**src/rtl/pipe_hazard_unit.sv**
```systemverilog
// pipe_hazard_unit: scoreboard-based forwarding, load-use stall, branch flush and freeze control.
module pipe_hazard_unit #(
    parameter int REG_W      = 5,
    parameter int N_SRC      = 2,
    parameter int FWD_DEPTH  = 2,
    parameter int LOAD_STAGE = 2,
    parameter int CNT_W      = 16,
    localparam int SEL_W     = $clog2(FWD_DEPTH + 1)
) (
    input  logic                     clk,
    input  logic                     rst_n,
    input  logic                     id_valid,
    input  logic [N_SRC*REG_W-1:0]   id_src,
    input  logic [N_SRC-1:0]         id_src_used,
    input  logic [REG_W-1:0]         id_dst,
    input  logic                     id_we,
    input  logic                     id_is_load,
    input  logic                     br_taken_e,
    input  logic                     mem_stall,
    output logic [N_SRC*SEL_W-1:0]   fwd_sel,
    output logic                     stall_fd,
    output logic                     freeze,
    output logic                     flush_d,
    output logic                     flush_e,
    output logic [CNT_W-1:0]         stall_cnt,
    output logic [CNT_W-1:0]         flush_cnt
);
    logic [FWD_DEPTH:0]   v_q, v_d, we_q, we_d, ld_q, ld_d;
    logic [REG_W-1:0]     dst_q [FWD_DEPTH+1];
    logic [REG_W-1:0]     dst_d [FWD_DEPTH+1];
    logic [REG_W-1:0]     esrc_q [N_SRC];
    logic [REG_W-1:0]     esrc_d [N_SRC];
    logic [N_SRC-1:0]     eused_q, eused_d;
    logic [CNT_W-1:0]     stall_cnt_q, stall_cnt_d, flush_cnt_q, flush_cnt_d;
    logic [N_SRC*SEL_W-1:0] fwd_c;
    logic                 lu, branch, stall_c, flush_e_c, take;
    always_comb begin
        lu = 1'b0;
        for (int i = 0; i < N_SRC; i++) begin
            logic hld;
            hld = 1'b0;
            for (int j = FWD_DEPTH; j >= 0; j--)
                if (v_q[j] && we_q[j] && dst_q[j] == id_src[i*REG_W +: REG_W])
                    hld = ld_q[j] && (j <= LOAD_STAGE - 2);
            if (id_src_used[i] && id_src[i*REG_W +: REG_W] != '0 && hld)
                lu = 1'b1;
        end
    end
    assign branch    = br_taken_e & ~mem_stall;
    assign flush_e_c = branch | (lu & ~mem_stall & id_valid);
    assign stall_c   = lu & id_valid & ~branch & ~mem_stall;
    assign take      = id_valid & ~flush_e_c;
    // smallest k wins because it is assigned last
    always_comb begin
        fwd_c = '0;
        for (int i = 0; i < N_SRC; i++)
            for (int k = FWD_DEPTH; k >= 1; k--)
                if (v_q[k] && we_q[k] && dst_q[k] == esrc_q[i] && dst_q[k] != '0 && eused_q[i] &&
                    (!ld_q[k] || k >= LOAD_STAGE))
                    fwd_c[i*SEL_W +: SEL_W] = SEL_W'(k);
    end
    always_comb begin
        v_d = v_q;
        we_d = we_q;
        ld_d = ld_q;
        dst_d = dst_q;
        esrc_d = esrc_q;
        eused_d = eused_q;
        if (!mem_stall) begin
            for (int k = FWD_DEPTH; k >= 1; k--) begin
                v_d[k] = v_q[k-1];
                we_d[k] = we_q[k-1];
                ld_d[k] = ld_q[k-1];
                dst_d[k] = dst_q[k-1];
            end
            v_d[0] = take;
            we_d[0] = take & id_we;
            ld_d[0] = take & id_is_load;
            dst_d[0] = id_dst;
            for (int i = 0; i < N_SRC; i++)
                esrc_d[i] = id_src[i*REG_W +: REG_W];
            eused_d = take ? id_src_used : '0;
        end
        stall_cnt_d = (stall_c && !(&stall_cnt_q)) ? stall_cnt_q + 1'b1 : stall_cnt_q;
        flush_cnt_d = (branch && !(&flush_cnt_q)) ? flush_cnt_q + 1'b1 : flush_cnt_q;
    end
    always_ff @(posedge clk or negedge rst_n) begin
        if (!rst_n) begin
            v_q <= '0;
            we_q <= '0;
            ld_q <= '0;
            dst_q <= '{default: '0};
            esrc_q <= '{default: '0};
            eused_q <= '0;
            stall_cnt_q <= '0;
            flush_cnt_q <= '0;
        end else begin
            v_q <= v_d;
            we_q <= we_d;
            ld_q <= ld_d;
            dst_q <= dst_d;
            esrc_q <= esrc_d;
            eused_q <= eused_d;
            stall_cnt_q <= stall_cnt_d;
            flush_cnt_q <= flush_cnt_d;
        end
    end
    assign fwd_sel   = rst_n ? fwd_c : '0;
    assign stall_fd  = rst_n & stall_c;
    assign freeze    = rst_n & mem_stall;
    assign flush_d   = rst_n & branch;
    assign flush_e   = rst_n & flush_e_c;
    assign stall_cnt = stall_cnt_q;
    assign flush_cnt = flush_cnt_q;
endmodule

```
**config.mk**
```make
export PLATFORM = sky130hd
export DESIGN_NAME = pipe_hazard_unit
export DESIGN_NICKNAME = d
export VERILOG_FILES = /design/src/rtl/pipe_hazard_unit.sv
export SDC_FILE = /design/constraint.sdc
export NUM_CORES = 1
export LEC_CHECK = 0
export BUFFER_PORTS_ARGS = -buffer_cell sky130_fd_sc_hd__buf_2
export CAP_MARGIN = 20
export CORE_MARGIN = 1
export CORE_UTILIZATION = 49
export CTS_CLUSTER_DIAMETER = 50
export DETAILED_ROUTE_END_ITERATION = 10
export PLACE_DENSITY = 0.75
export SLEW_MARGIN = 5
export SYNTH_ARGS = -nofsm -noshare
export SYNTH_HDL_FRONTEND = slang
export SYNTH_SLANG_ARGS = --single-unit
```
**constraint.sdc**
```tcl
create_clock -name clk -period 1.8 [get_ports clk]
set_clock_uncertainty 0.05 [all_clocks]
set_input_delay 0.36 -clock clk [delete_from_list [all_inputs] [get_ports clk]]
set_output_delay 0.36 -clock clk [all_outputs]
set_load 0.03 [all_outputs]
```
== Yosys cells after proc, flatten, opt, wreduce, memory -nomap -nowiden ==
Index checks and enable logic that the tools add are counted.
Operators by class
  add/sub/neg operators: 2
  $mul: 0
  div/mod/pow operators: 0
  order comparisons: 0
  eq/ne operators: 6
  shifts and indexed selects: 0
  muxes and demuxes: 10
  bitwise gates (word level): 17
  reductions and logical operators: 34
Operators with widths (number)
  adder 16 x 1 -> 16 bit, second input constant: 2
  AND reduction 16 bit: 2
  equality test 5 bit: 6
  logical AND 1 bit: 25
  nonzero test 5 bit: 4
  bitwise AND 1 bit: 13
  two-way mux 2 bit: 5
  two-way mux 1 bit: 4
  two-way mux 4 bit: 1
  logical NOT 1 bit: 3
  inverter 1 bit: 3
  OR 1 bit: 1
Storage, ports and cells
  register bits: 67
  bits in latches: 0
  bits in writable memories: 0
  ROM bits: 0
  bits of input ports: 24
  output and inout port bits: 40
  logic and storage cells: 80
  memories kept: 0

== Depth between registers and ports, before layout ==
Gate-level depths: netlist of the first run.
  word-level depth: 12
  mapped depth: 8
  depth with buffers taken out: 7

== Worst setup path after synthesis of the first run ==
No wires, ideal clock.
  path kind: register -> output
  from: register dst_q[13] in the netlist's numbering
  to: output flush_e
  arrival time: 2.072 ns
  required time: 1.390 ns
  path slack: -0.682 ns
  cell stages (with the launch flop): 7
  buffers on the path: 0
  path through: dfrtp_1 xnor2_1 o2111ai_1 or4_1 nand2_1 a21oi_1 nor3b_1
On the way
  longest elaborated chain between the ends: 10
  elaborated cells on any way between the ends: 14
  those cells by class: eq/ne: 2; mux: 4; bitwise: 4; reduce/logical: 4
Ends and longest elaborated chain
  start: declaration: RTL line 29  | logic [REG_W-1:0] dst_q [FWD_DEPTH+1];
  start signal: assignment: RTL line 101  | dst_q <= dst_d;
  equality test 5 bit: RTL line 43  | if (v_q[j] && we_q[j] && dst_q[j] == id_src[i*REG_W +: REG_W])
  logical AND 1 bit: RTL line 43
  two-way mux 1 bit: RTL line 43
  logical AND 1 bit: RTL line 45  | if (id_src_used[i] && id_src[i*REG_W +: REG_W] != '0 && hld)
  two-way mux 1 bit: RTL line 45
  two-way mux 1 bit *: RTL line 45
  bitwise AND 1 bit * (2 in series): RTL line 50  | assign flush_e_c = branch | (lu & ~mem_stall & id_valid);
  OR 1 bit *: RTL line 50
  bitwise AND 1 bit *: RTL line 112  | assign flush_e = rst_n & flush_e_c;
  end: declaration: RTL line 24  | output logic flush_e,
Mark *: on every way between the ends. The rest lies on a longest branch, timed or not.

== Worst setup path in the final report of the first run ==
  from: register dst_q[10] in the netlist's numbering
  to: output flush_e
The elaborated chain is that of the path after synthesis.

==> results of run 1 <==
what timing repair did:
action / in CTS / in global routing
setup buffers: 2 / 2
gates resized for setup: 32 / 11
setup endpoints to repair: 27 / 33
hold endpoints to repair: 0 / 0
pin swaps: 22 / 15
logic make-up (layout without fill, tap and decap cells):
group	after synthesis	in the layout	synth area share, %
mux	30	30	10.5
fa+ha+maj	2	2	0.773
compound gates	21	21	4.45
flops	67	67	51.8
simple gates	98	98	15.9
xor+xnor	55	55	14.9
buf+inv	12	143	1.62
critical path: stages (launching register included):
cell	delay [ps]
dfrtp_1	420
xnor2_1	190
o2111ai_1	120
or4_4	550
nand2_4	100
a21oi_4	60
nor3b_4	190
buf_6	160
per-layer routing:
| metal | global-route usage (%) | up-vias | share of wire (%) |
|---|---|---|---|
| met5 | 0 | - | 0 |
| li1 | - | 1251 | - |
| met3 | 6.26 | 15 | 4.2 |
| met1 | 29.8 | 1266 | 43 |
| met4 | 9.56 | 0 | 1.9 |
| met2 | 40.2 | 60 | 51 |
final timing paths:
check,startpoint,endpoint,cells after the start
worst max-delay path,dst_q[10],flush_e,7
worst min-delay path,rst_n,dst_q[0],2
worst max register to register,dst_q[10],stall_cnt[14],8
worst min register to register,flush_cnt[5],flush_cnt[5],1
max in group asynchronous,rst_n,esrc_q[6],3
min in group clk,id_we,we_q[0],2
registers in the layout, summed over array words and instances, names as in the netlist:
register and count:
flush_cnt 16, stall_cnt 16, dst_q 15, esrc_q 10
v_q 3, we_q 3, eused_q 2, ld_q 2
report_power, final:
group / internal, mW / switching [mW] / total (mW)
Combinational: 0.423 / 0.473 / 0.896
Sequential: 1.67 / 0.161 / 1.83
Clock: 0.756 / 0.552 / 1.31
Total: 2.85 / 1.19 / 4.04
stage by stage:
stage	std cells	area, sq um	total power [mW]	setup slack, ps	TNS [ps]
3_3_place_gp	473	4190	2.66	-505	-6630
5_1_grt	493	4610	4.24	-806	-10430
4_1_cts	491	4540	4.04	-791	-8400
2_1_floorplan	285	3400	2.31	-309	-2120
6_report	493	4610	4.04	-737	-8540
3_5_place_dp	473	4190	2.69	-551	-8060
cell type report:
cell class	instances	area (sq um)	share of cell area, %
multi-input cells	206	1780	38.7
clock inverters	1	30.0	0.652
well taps	77	96.3	2.09
clock buffers	15	176	3.83
repair buffers	121	812	17.6
flip-flops and latches	67	1690	36.6
inverters	6	22.5	0.489
synth_stat cells, types with 2 or more instances:
library cell	count	area (sq um)
dfrtp_1	67	1680
xor2_1	31	272
mux2_2	28	315
xnor2_1	24	210
nand3_1	19	95.1
nor2_1	19	71.3
nand2_1	17	63.8
nor3_1	7	35.0
a21oi_1	6	30.0
and3_1	6	37.5
inv_1	6	22.5
and2_1	5	31.3
nand4_1	5	31.3
or4_1	5	37.5
a22o_1	4	35.0
clkbuf_1	4	15.0
nor4_1	4	25.0
o21ai_0	4	20.0
o2111ai_1	3	26.3
and4_1	2	17.5
ha_1	2	25.0
nor2b_1	2	12.5
nor3b_1	2	15.0
or2_2	2	12.5
==> reports/results.txt, run 1 <==
Initial Utilization: 51.0%
CTS tree: done
Status: finished, violations left
ANT cells: 0
Most frequent cells in the layout: dfrtp_1 (58), buf_2 (57), buf_4 (54)
Die width: 83.3 microns
Vias in the first global route: 2,711
RSZ-0062 raised after global routing: true
Rel. slew slack: 79.5%
Pre-Repair DR Iteration Count: 4
Sequential share of the synthesized area: 51.8%
DRT iter0 DRCs: 116
Gr usage total: 24.1%
Share of cells above drive strength 1: 51.0%
R2R setup slack: -400 ps
Clk sinks: 67
Failing checks: negative setup slack
First-pass GRT wire length: 12,900 microns
Die span in y: 83.3 microns
Peak VDD IR: 0.774 mV
Worst-path clk slew: 70 ps
Area growth syn-to-layout: 42.4%
Worst-Margin Slew: 307 ps
Largest net degree at the start of global routing: 26
Hold_buf cts: 0
Layout Nets: 437
Root Buffer: clkbuf_8
Maximum clock frequency: 394 MHz
Avg Inst Size Synth: 11.4 sq um
Net Count, Synth: 311
Mapped Area: 3240 sq um
Worst EP required: 1390 ps
Clock Latency Late Sink: 350 ps
Total number of vias: 2,592
Hold Path Class: in2async
Vias per cell: 5.26
LEAKAGE: 2.26 nW
Wire length per cell: 15.7 microns
Final ANT Viol Nets: 0
Die ar.: 6930 sq um
Critical Path Sink Type: output port
Final design utilization: 72.6%
IO Port Bufs: 63
Crit Path Class: reg2out
Routed wire length: 7750 microns
Cells after Synth: 285
CTS Buf Count: 9
Total gr overflow: 0
Initial antenna violation count: 0
Fill cell count: 436
Power Dens Cells: 876 nW/um^2
Worst hold slack: 9.23 ps
Fin crit period: 2540 ps
Commonest non-fill, non-tap cell in the layout: dfrtp_1
Max cap viols: 0
GP Congestion: 0.859
H-Tree Depth: 3
DRC violations left: 0
Ys Warns: 0
Slew Limit Fails: 0
Dpl hpwl: 5750 microns
Core area: 6350 sq um
PnR worst setup slack: -737 ps
# setup viols final: 27
Yosys cell types: 35
I/O pin total: 64
Critical path peak fanout: 3
Maximum root-to-sink buffer count: 2
Crit path DAT: 2130 ps
Primary FF master, synth: dfrtp_1
Post-synth EDFFs: 0
Cell Rows: 29
Final Cycle Share: 141%
Fraction of registers with async set or reset after synthesis: 100%
Final Hold Vio Count: 0
CP Launch Type: register
FF+latch count, synth: 67
Note: power is estimated with default switching activity, not from simulation.
==> run 2, diff against run 1 <==
PLACE_DENSITY = 0.72   (was 0.75)
==> run 2 against run 1 <==
Against the previous run: the flow still finishes with violations (negative setup slack); die area unchanged; fmax decreased by 0.45%; first-iteration DRC count shrank 25%; largest power group unchanged; global-route usage grew 0.96 points; largest cell class unchanged; non-clock buffer count up 16; register-to-register slack got worse by 20 ps; routed wire length rose by 6.2%; power is 3.5% higher; sequential power hardly changed.
==> reports/results.txt, run 2 (synthesis results as in run 1) <==
Status: finished, violations left
Failing checks: negative setup slack
IO Port Bufs: 63
PnR worst setup slack: -748 ps
Area of the multi-input gates: 1760 sq um
CTS Buf Count: 9
Final ANT Viol Nets: 0
DRC violations left: 0
Worst EP required: 1390 ps
Die ar.: 6930 sq um
Die width: 83.3 microns
Most frequent cells in the layout: buf_4 (66), buf_2 (57), dfrtp_1 (55)
Crit path DAT: 2140 ps
Reg2reg start: dst_q[10]
Total gr overflow: 0
Hold Path Class: in2async
Slew Limit Fails: 0
H-Tree Depth: 3
Crit-path leading delay family: simple AND/OR/NAND/NOR gates
Crit-path max cell delay: 560 ps
Clk sinks: 67
CTS tree: done
Worst-case reg-to-reg path depth: 8
Crit-path slowest cell: or4_4
DP Area: 4260 sq um
LEAKAGE: 2.34 nW
Worst-Margin Slew: 489 ps
Final Hold Vio Count: 0
Post-route setup TNS: -9090 ps
Area growth syn-to-layout: 47.0%
Maximum root-to-sink buffer count: 2
DRT iter0 DRCs: 87
Fin crit period: 2550 ps
Max cap viols: 0
Dpl hpwl: 5860 microns
Cell Rows: 29
RSZ-0062 raised after global routing: true
Reg area: 1690 sq um
ANT cells: 0
Gr usage total: 25.0%
Vias per cell: 5.28
Vias in the first global route: 2,824
Pre-Repair DR Iteration Count: 4
Final Instance Area: 4760 sq um
Initial antenna violation count: 0
WP depth: 7
Root Buffer: clkbuf_8
Clock Latency Late Sink: 350 ps
Routed wire length: 8230 microns
Share of cells above drive strength 1: 53.2%
Power Dens Cells: 879 nW/um^2
CP Launch Type: register
I/O pin total: 64
Rel. slew slack: 67.4%
Maximum clock frequency: 392 MHz
Peak VDD IR: 0.863 mV
Wire length per cell: 16.2 microns
Critical path peak fanout: 3
Pre-CTS setup slack: -534 ps
Die span in y: 83.3 microns
Critical Path Sink Type: output port
Layout Nets: 453
Total number of vias: 2,686
R2R setup slack: -420 ps
Core area: 6350 sq um
GP Congestion: 0.830
Worst-path clk slew: 70 ps
Final Cycle Share: 142%
Initial Utilization: 51.0%
Fill cell count: 430
Largest net degree at the start of global routing: 41
Critical R2R Capture: stall_cnt[11]
Crit path cell chain: xnor2_1, o2111ai_1, or4_4, nand2_4, a21oi_4, nor3b_4, buf_6
Bufs and invs on worst path: 1
# setup viols final: 27
First-pass GRT wire length: 13,500 microns
Crit Path Class: reg2out
Commonest non-fill, non-tap cell in the layout: buf_4
-- run 2: cell types whose count changed in the layout (fill, tap and decap cells not counted), sizes merged --
cell | before | now
buf | 121 | 136
clkbuf | 15 | 12
bufinv | 1 | 2
clkinv | 0 | 1
clkinvlp | 0 | 1
dlygate4sd3 | 0 | 1
-- run 2: per-stage QoR --
stage	util, %	hold slack (ps)	total power [mW]	instances
detailed placement	67.2	190	2.71	481
floorplan	-	14.4	2.31	285
CTS	73.6	79.9	4.17	504
global route	74.9	99.9	4.36	509
finish	74.9	80.1	4.18	509
global placement	67.2	186	2.69	481
-- run 2: where the power goes --
group | internal, mW | switching [mW] | total, mW
clock network | 0.854 | 0.572 | 1.43
logic | 0.447 | 0.482 | 0.930
registers | 1.67 | 0.151 | 1.82
total | 2.97 | 1.21 | 4.18
-- run 2: cell type report --
cell class / count / area share [%]
clock buffers: 12 / 3.26
repair buffers: 137 / 20.1
well taps: 77 / 2.03
clock inverters: 4 / 1.53
multi-input cells: 206 / 37.1
inverters: 6 / 0.474
flip-flops and latches: 67 / 35.6
-- run 2: worst max-delay path by stage --
| stage | from | to | slack (ps) |
|---|---|---|---|
| 3_5_place_dp | id_src[2] | flush_e | -530 |
| 2_1_floorplan | dst_q[13] | flush_e | -310 |
| 5_1_grt | dst_q[12] | flush_e | -820 |
| 4_1_cts | dst_q[12] | flush_e | -780 |
| 3_3_place_gp | id_src[0] | flush_e | -470 |
| 6_report | dst_q[10] | flush_e | -750 |
-- run 2: what timing repair did --
item / 4_1_cts / 5_1_grt
endpoints found under the hold margin: 1 / 0
setup buffers: 13 / 6
pin swaps: 31 / 11
hold buffers: 1 / 0
endpoints found under the setup margin: 30 / 34
resized for setup: 33 / 12
-- run 2: layer usage --
layer / up-vias / track usage (%) / share of wire, %
li1: 1281 / - / -
met1: 1312 / 31.1 / 42
met2: 74 / 41.6 / 51
met3: 19 / 5.57 / 4.8
met4: 0 / 11.8 / 2.6
met5: - / 0 / 0
